**src/rtl/relojes_monitor_pkg.sv**
```systemverilog
// Shared definitions for the divided-clock health monitor: FSM states, cause bits and the
// default half-period lengths the divider produces.
package relojes_monitor_pkg;

  typedef enum logic [1:0] {
    StAcquire = 2'd0,
    StLocked  = 2'd1,
    StFault   = 2'd2
  } state_e;

  localparam int unsigned ErrClk4f = 0;
  localparam int unsigned ErrClk2f = 1;
  localparam int unsigned ErrClk   = 2;
  localparam int unsigned ErrAlign = 3;

  localparam int unsigned DefHalf4     = 4;
  localparam int unsigned DefHalf2     = 8;
  localparam int unsigned DefHalf1     = 16;
  localparam int unsigned DefLockEdges = 2;
  localparam int unsigned DefCw        = 6;

endpackage

```
**src/rtl/relojes_monitor_period_checker.sv**
```systemverilog
// Half-period checker for one divided clock: detects toggles, measures the spacing between
// them and flags a wrong spacing or a clock that stops toggling.
module relojes_monitor_period_checker
  import relojes_monitor_pkg::*;
#(
  parameter int unsigned HALF = DefHalf4,
  parameter int unsigned CW   = DefCw
) (
  input  logic clk32f,
  input  logic rst,
  input  logic clr,
  input  logic sig_in,
  output logic edge_det,
  output logic period_err
);

  localparam logic [CW-1:0] HalfC  = CW'(HALF);
  localparam logic [CW-1:0] HalfP1 = CW'(HALF + 1);

  logic          prev_q;
  logic          seen_q;
  logic [CW-1:0] cnt_q;

  assign edge_det = sig_in ^ prev_q;

  // The stuck term is true for exactly one cycle because cnt_q keeps counting past it.
  assign period_err = (edge_det && seen_q && (cnt_q != HalfC)) || (cnt_q == HalfP1);

  always_ff @(posedge clk32f or posedge rst) begin
    if (rst) begin
      prev_q <= 1'b0;
      seen_q <= 1'b0;
      cnt_q  <= '0;
    end else begin
      prev_q <= sig_in;
      if (edge_det) begin
        cnt_q <= CW'(1);
      end else if (cnt_q != '1) begin
        cnt_q <= cnt_q + CW'(1);
      end
      if (clr) begin
        seen_q <= 1'b0;
      end else if (edge_det) begin
        seen_q <= 1'b1;
      end
    end
  end

endmodule

```
**src/rtl/relojes_monitor.sv**
```systemverilog
// Health monitor for the clk4f/clk2f/clk clocks divided from clk32f: checks half-periods and
// mutual phase alignment, reports lock, a sticky fault with its cause and a clean-edge count.
module relojes_monitor
  import relojes_monitor_pkg::*;
#(
  parameter int unsigned HALF4      = DefHalf4,
  parameter int unsigned HALF2      = DefHalf2,
  parameter int unsigned HALF1      = DefHalf1,
  parameter int unsigned LOCK_EDGES = DefLockEdges,
  parameter int unsigned CW         = DefCw
) (
  input  logic       clk32f,
  input  logic       rst,
  input  logic       clk4f_in,
  input  logic       clk2f_in,
  input  logic       clk_in,
  input  logic       clr_err,
  output logic       locked_out_c,
  output logic       error_out_c,
  output logic [3:0] err_code_out_c,
  output logic [7:0] edges_out_c
);

  state_e     state_q;
  logic [7:0] good_q;
  logic       dirty_q;
  logic       clr;
  logic       e4, e2, e1;
  logic       pe4, pe2, pe1;
  logic [3:0] v;
  logic       clean;

  assign clr = (state_q == StFault) && clr_err;

  relojes_monitor_period_checker #(.HALF(HALF4), .CW(CW)) u_chk4f (
    .clk32f     (clk32f),
    .rst        (rst),
    .clr        (clr),
    .sig_in     (clk4f_in),
    .edge_det   (e4),
    .period_err (pe4)
  );

  relojes_monitor_period_checker #(.HALF(HALF2), .CW(CW)) u_chk2f (
    .clk32f     (clk32f),
    .rst        (rst),
    .clr        (clr),
    .sig_in     (clk2f_in),
    .edge_det   (e2),
    .period_err (pe2)
  );

  relojes_monitor_period_checker #(.HALF(HALF1), .CW(CW)) u_chk1 (
    .clk32f     (clk32f),
    .rst        (rst),
    .clr        (clr),
    .sig_in     (clk_in),
    .edge_det   (e1),
    .period_err (pe1)
  );

  always_comb begin
    v           = '0;
    v[ErrClk4f] = pe4;
    v[ErrClk2f] = pe2;
    v[ErrClk]   = pe1;
    v[ErrAlign] = (e2 && !e4) || (e1 && !e2);
  end

  // dirty_q remembers any violation since the last clk_in edge.
  assign clean = e1 && (v == '0) && !dirty_q;

  always_ff @(posedge clk32f or posedge rst) begin
    if (rst) begin
      state_q        <= StAcquire;
      good_q         <= '0;
      dirty_q        <= 1'b0;
      locked_out_c   <= 1'b0;
      error_out_c    <= 1'b0;
      err_code_out_c <= '0;
      edges_out_c    <= '0;
    end else begin
      dirty_q <= (clr || e1) ? 1'b0 : (dirty_q || (v != '0));
      unique case (state_q)
        StAcquire: begin
          if (v != '0) begin
            good_q <= '0;
          end else if (clean) begin
            if (good_q == 8'(LOCK_EDGES - 1)) begin
              state_q      <= StLocked;
              locked_out_c <= 1'b1;
              edges_out_c  <= '0;
              good_q       <= '0;
            end else begin
              good_q <= good_q + 8'd1;
            end
          end
        end
        StLocked: begin
          if (v != '0) begin
            state_q        <= StFault;
            err_code_out_c <= v;
            locked_out_c   <= 1'b0;
            error_out_c    <= 1'b1;
          end else if (clean) begin
            edges_out_c <= edges_out_c + 8'd1;
          end
        end
        StFault: begin
          if (clr_err) begin
            state_q        <= StAcquire;
            error_out_c    <= 1'b0;
            err_code_out_c <= '0;
            good_q         <= '0;
          end
        end
        default: state_q <= StAcquire;
      endcase
    end
  end

endmodule

```
**config.mk**
```make
export PLATFORM = sky130hd
export DESIGN_NAME = relojes_monitor
export DESIGN_NICKNAME = d
export VERILOG_FILES = /design/src/rtl/relojes_monitor_pkg.sv /design/src/rtl/relojes_monitor_period_checker.sv /design/src/rtl/relojes_monitor.sv
export SDC_FILE = /design/constraint.sdc
export NUM_CORES = 1
export LEC_CHECK = 0
export ABC_CLOCK_PERIOD_IN_PS = 3300
export CORE_ASPECT_RATIO = 1.75
export CORE_MARGIN = 1
export CORE_UTILIZATION = 41
export CTS_BUF_LIST = sky130_fd_sc_hd__clkbuf_2
export DETAILED_ROUTE_END_ITERATION = 12
export SETUP_SLACK_MARGIN = 0.3
export SLEW_MARGIN = 20
export SYNTH_ARGS = -nofsm -noshare
export SYNTH_HDL_FRONTEND = slang
export SYNTH_SLANG_ARGS = --single-unit
```
**constraint.sdc**
```tcl
create_clock -name clk32f -period 3.3 [get_ports clk32f]
set_input_delay 0.33 -clock clk32f [delete_from_list [all_inputs] [get_ports clk32f]]
set_output_delay 0.33 -clock clk32f [all_outputs]
set_load 0.05 [all_outputs]
```
==> results.json <==
{
  "reg2reg_slack_ns": 0.76,
  "synth_flop_cell": "dfrtp_1",
  "ratio_of_routed_vias_to_standard_cells": 5.488,
  "max_clock_freq_mhz": 394.4,
  "clock-root-buffer": "clkbuf_2",
  "yosysTopAreaCellShare_pct": 46.85,
  "syn2layout_area_growth_pct": 13.34,
  "final_common_cell": "dfrtp_1",
  "grt_overflow_total": 0,
  "cts.clk_slew.worst_paths_ns": 0.28,
  "floorplan_core_area_sq_um": 6181,
  "wl_microns": 5342,
  "number_of_flops_mapped_to_enable_cells_by_yosys": 0,
  "rsz0062_at_grt": "false",
  "syn-mean-instance-area_sq_um": 9.840,
  "synth.cell_area_sq_um": 2618,
  "n_fill_cell": 609,
  "synth-warning-count": 0,
  "first_iter_violations": 94,
  "ctsHtreeMaxLevel": 2,
  "cp.arrival_ns": 2.95,
  "antenna_found_initial": 0,
  "finalCriticalPeriod_ns": 2.536,
  "detailed_place_hpwl_microns": 3837,
  "post_synthesis_async_set_or_reset_flop_share_pct": 100.0,
  "clock_sink_count": 49,
  "fp.dieArea_sq_um": 6720,
  "critical_path_required_ns": 3.71,
  "setup_total_negative_slack_ns": 0,
  "area_occupied_by_registers_sq_um": 1226,
  "worst_skew_late_latency_ns": 0.48,
  "p_per_area_nw_per_um2": 391.8,
  "clk_skew_ns": 0.03009,
  "i_o_pins": 20,
  "ys_seq_elements": 49,
  "finish.net_count": 310,
  "cts.path.max_buffers": 2,
  "vias_in_the_first_global_route": 1963,
  "gp_congestion": 0.7882,
  "timing.final.crit_share_pct": 76.84,
  "vias": 2047,
  "placementRows": 38,
  "min-delay-path-class": "input pin to asynchronous set/reset pin",
  "initial_utilization_pct": 42.35,
  "drive_gt1_share_pct": 9.215,
  "endpoint_kind_of_the_worst_setup_timing_path": "register",
  "reported_max_cap_violation_count": 0,
  "peak_fanout_along_the_critical_path": 10,
  "grt_start_max_net_pins": 50,
  "routed_wire_length_per_instance_microns": 14.32,
  "final_hold_viol_count": 0,
  "outcome": "complete, no violations",
  "setup_violations": 0,
  "syn_nets": 284,
  "grtUsageTotal_pct": 17.65,
  "portBuffers": 19,
  "cts_resized": 0,
  "ir_drop_uv": 343.0,
  "die_h_microns": 107.7,
  "fin_total_pwr_uw": 1162,
  "maxSlewViolCount": 0,
  "tritoncts_clock_tree": "built",
  "post_cts_repair_timing_setup_buffer_count": 0,
  "synth_cell_type_count": 45,
  "antenna_left": 0,
  "cts_hold_buf": 0,
  "fp.dieW_microns": 62.40,
  "yosysTopAreaCell": "dfrtp_1",
  "drt_pre_antenna_iters": 4,
  "drt_drc_violations_left": 0,
  "start_kind": "register",
  "synth_sequential_area_ratio_pct": 46.85,
  "area_occupied_by_multi_input_gates_sq_um": 1296,
  "gate_count_of_the_mapped_netlist": 266,
  "p_leak_uw": 0.001261,
  "cts_made_buffers": 5,
  "grt_pass1_wl_microns": 9218,
  "layout_common_cells": "dfrtp_1 (49), nand2_1 (22), clkdlybuf4s50_1 (19)",
  "synth.top_cells.by_area": "dfrtp_1 (47%), ha_1 (5.7%), nand2_1 (3.2%)",
  "maxSlewHeadroom_pct": 42.71,
  "antennaDiodeCount": 0,
  "final.hold.worst_slack_ns": 0.2663,
  "tightest_slew_ns": 0.8584,
  "worst_setup_path_type": "register to register"
}
[synthesized netlist by cell type (2+ instances only)]
master and number:
nor2b_1 3, o22ai_1 2, and2_1 3, o21ai_1 10
mux2i_1 2, nand4_1 2, a311oi_1 3, a21oi_1 16
nor3_1 11, o31ai_1 5, o31ai_2 5, nand2b_1 4
a211o_1 2, xor2_1 5, and3_1 9, dfrtp_1 49
a31oi_1 10, clkbuf_1 3, nor2_1 13, o21ai_0 12
nand2_1 22, nand3_1 13, inv_1 18, or3_1 4
ha_1 12, xnor2_1 5, a22oi_1 3, nor4b_2 3
[power breakdown]
| group | internal [uW] | switching (uW) |
|---|---|---|
| registers | 637 | 40.1 |
| logic | 88.0 | 136 |
| clock network | 50.5 | 211 |
| total | 776 | 387 |
[worst max-delay path, stage by stage, from the launching register on]
cell	delay [ns]
dfrtp_1	0.49
nor4b_2	0.37
a211o_2	0.23
nand4_4	0.18
or3_1	0.42
or3_1	0.54
o31ai_2	0.26
[cells by family (layout without fill, tap and decap cells)]
group / after synthesis / in the layout / synth area share, %
adders and majority gates: 12 / 12 / 5.736
AOI/OAI and AO/OA: 74 / 74 / 18.79
DFF: 49 / 49 / 46.85
muxes: 2 / 2 / 0.7648
and+or+nand+nor: 95 / 95 / 20.27
xor gates and xnor gates: 11 / 11 / 3.968
buffers and inverters: 23 / 50 / 3.632
[registers in the layout (all words and copies together), names as in the netlist]
name / flops
err_code_out_c: 4
u_chk4f.cnt_q: 6
edges_out_c: 8
u_chk1.seen_q: 1
good_q: 8
u_chk2f.prev_q: 1
locked_out_c: 1
u_chk4f.seen_q: 1
u_chk1.cnt_q: 6
state_q: 2
error_out_c: 1
dirty_q: 1
u_chk2f.cnt_q: 6
u_chk1.prev_q: 1
u_chk4f.prev_q: 1
u_chk2f.seen_q: 1
[routing by layer]
metal	track usage, %	part of all wire (%)	wire (microns)	vias to the layer above
met3	3.602	2.8	147	5
met2	31.37	51	2727	31
met1	20.46	45	2379	990
met5	0	0	0	-
li1	-	-	-	1021
met4	6.977	1.6	88	0
[metrics by stage]
stage / std cells / util (%) / instance area [sq um] / worst slack, ns
finish: 373 / 48.00 / 2967 / 0.7644
global route: 373 / 48.00 / 2967 / 0.5679
CTS: 373 / 47.98 / 2965 / 0.7431
detailed placement: 365 / 47.21 / 2918 / 0.4211
global placement: 365 / 47.21 / 2918 / 0.4700
floorplan: 266 / - / 2618 / 0.9253
[layout make-up]
cell class | count | share of cell area, %
inverter | 18 | 2.320
clock inverter | 3 | 0.7592
tap | 80 | 3.374
timing repair buffer | 24 | 7.676
multi-input combinational | 194 | 43.69
clock buffer | 5 | 0.8435
sequential | 49 | 41.33
[final timing paths]
path | from | end | depth (start not counted)
worst max-delay path | u_chk4f.cnt_q[3] | edges_out_c[3] | 6
worst min-delay path | rst | u_chk2f.prev_q | 2
worst min register to register | edges_out_c[7] | edges_out_c[7] | 1
worst max register to register | u_chk4f.cnt_q[3] | edges_out_c[3] | 6
min in group clk32f | clk2f_in | u_chk2f.prev_q | 1
max in group asynchronous | rst | good_q[2] | 2
No activity file was read; power rests on OpenSTA's default activity.
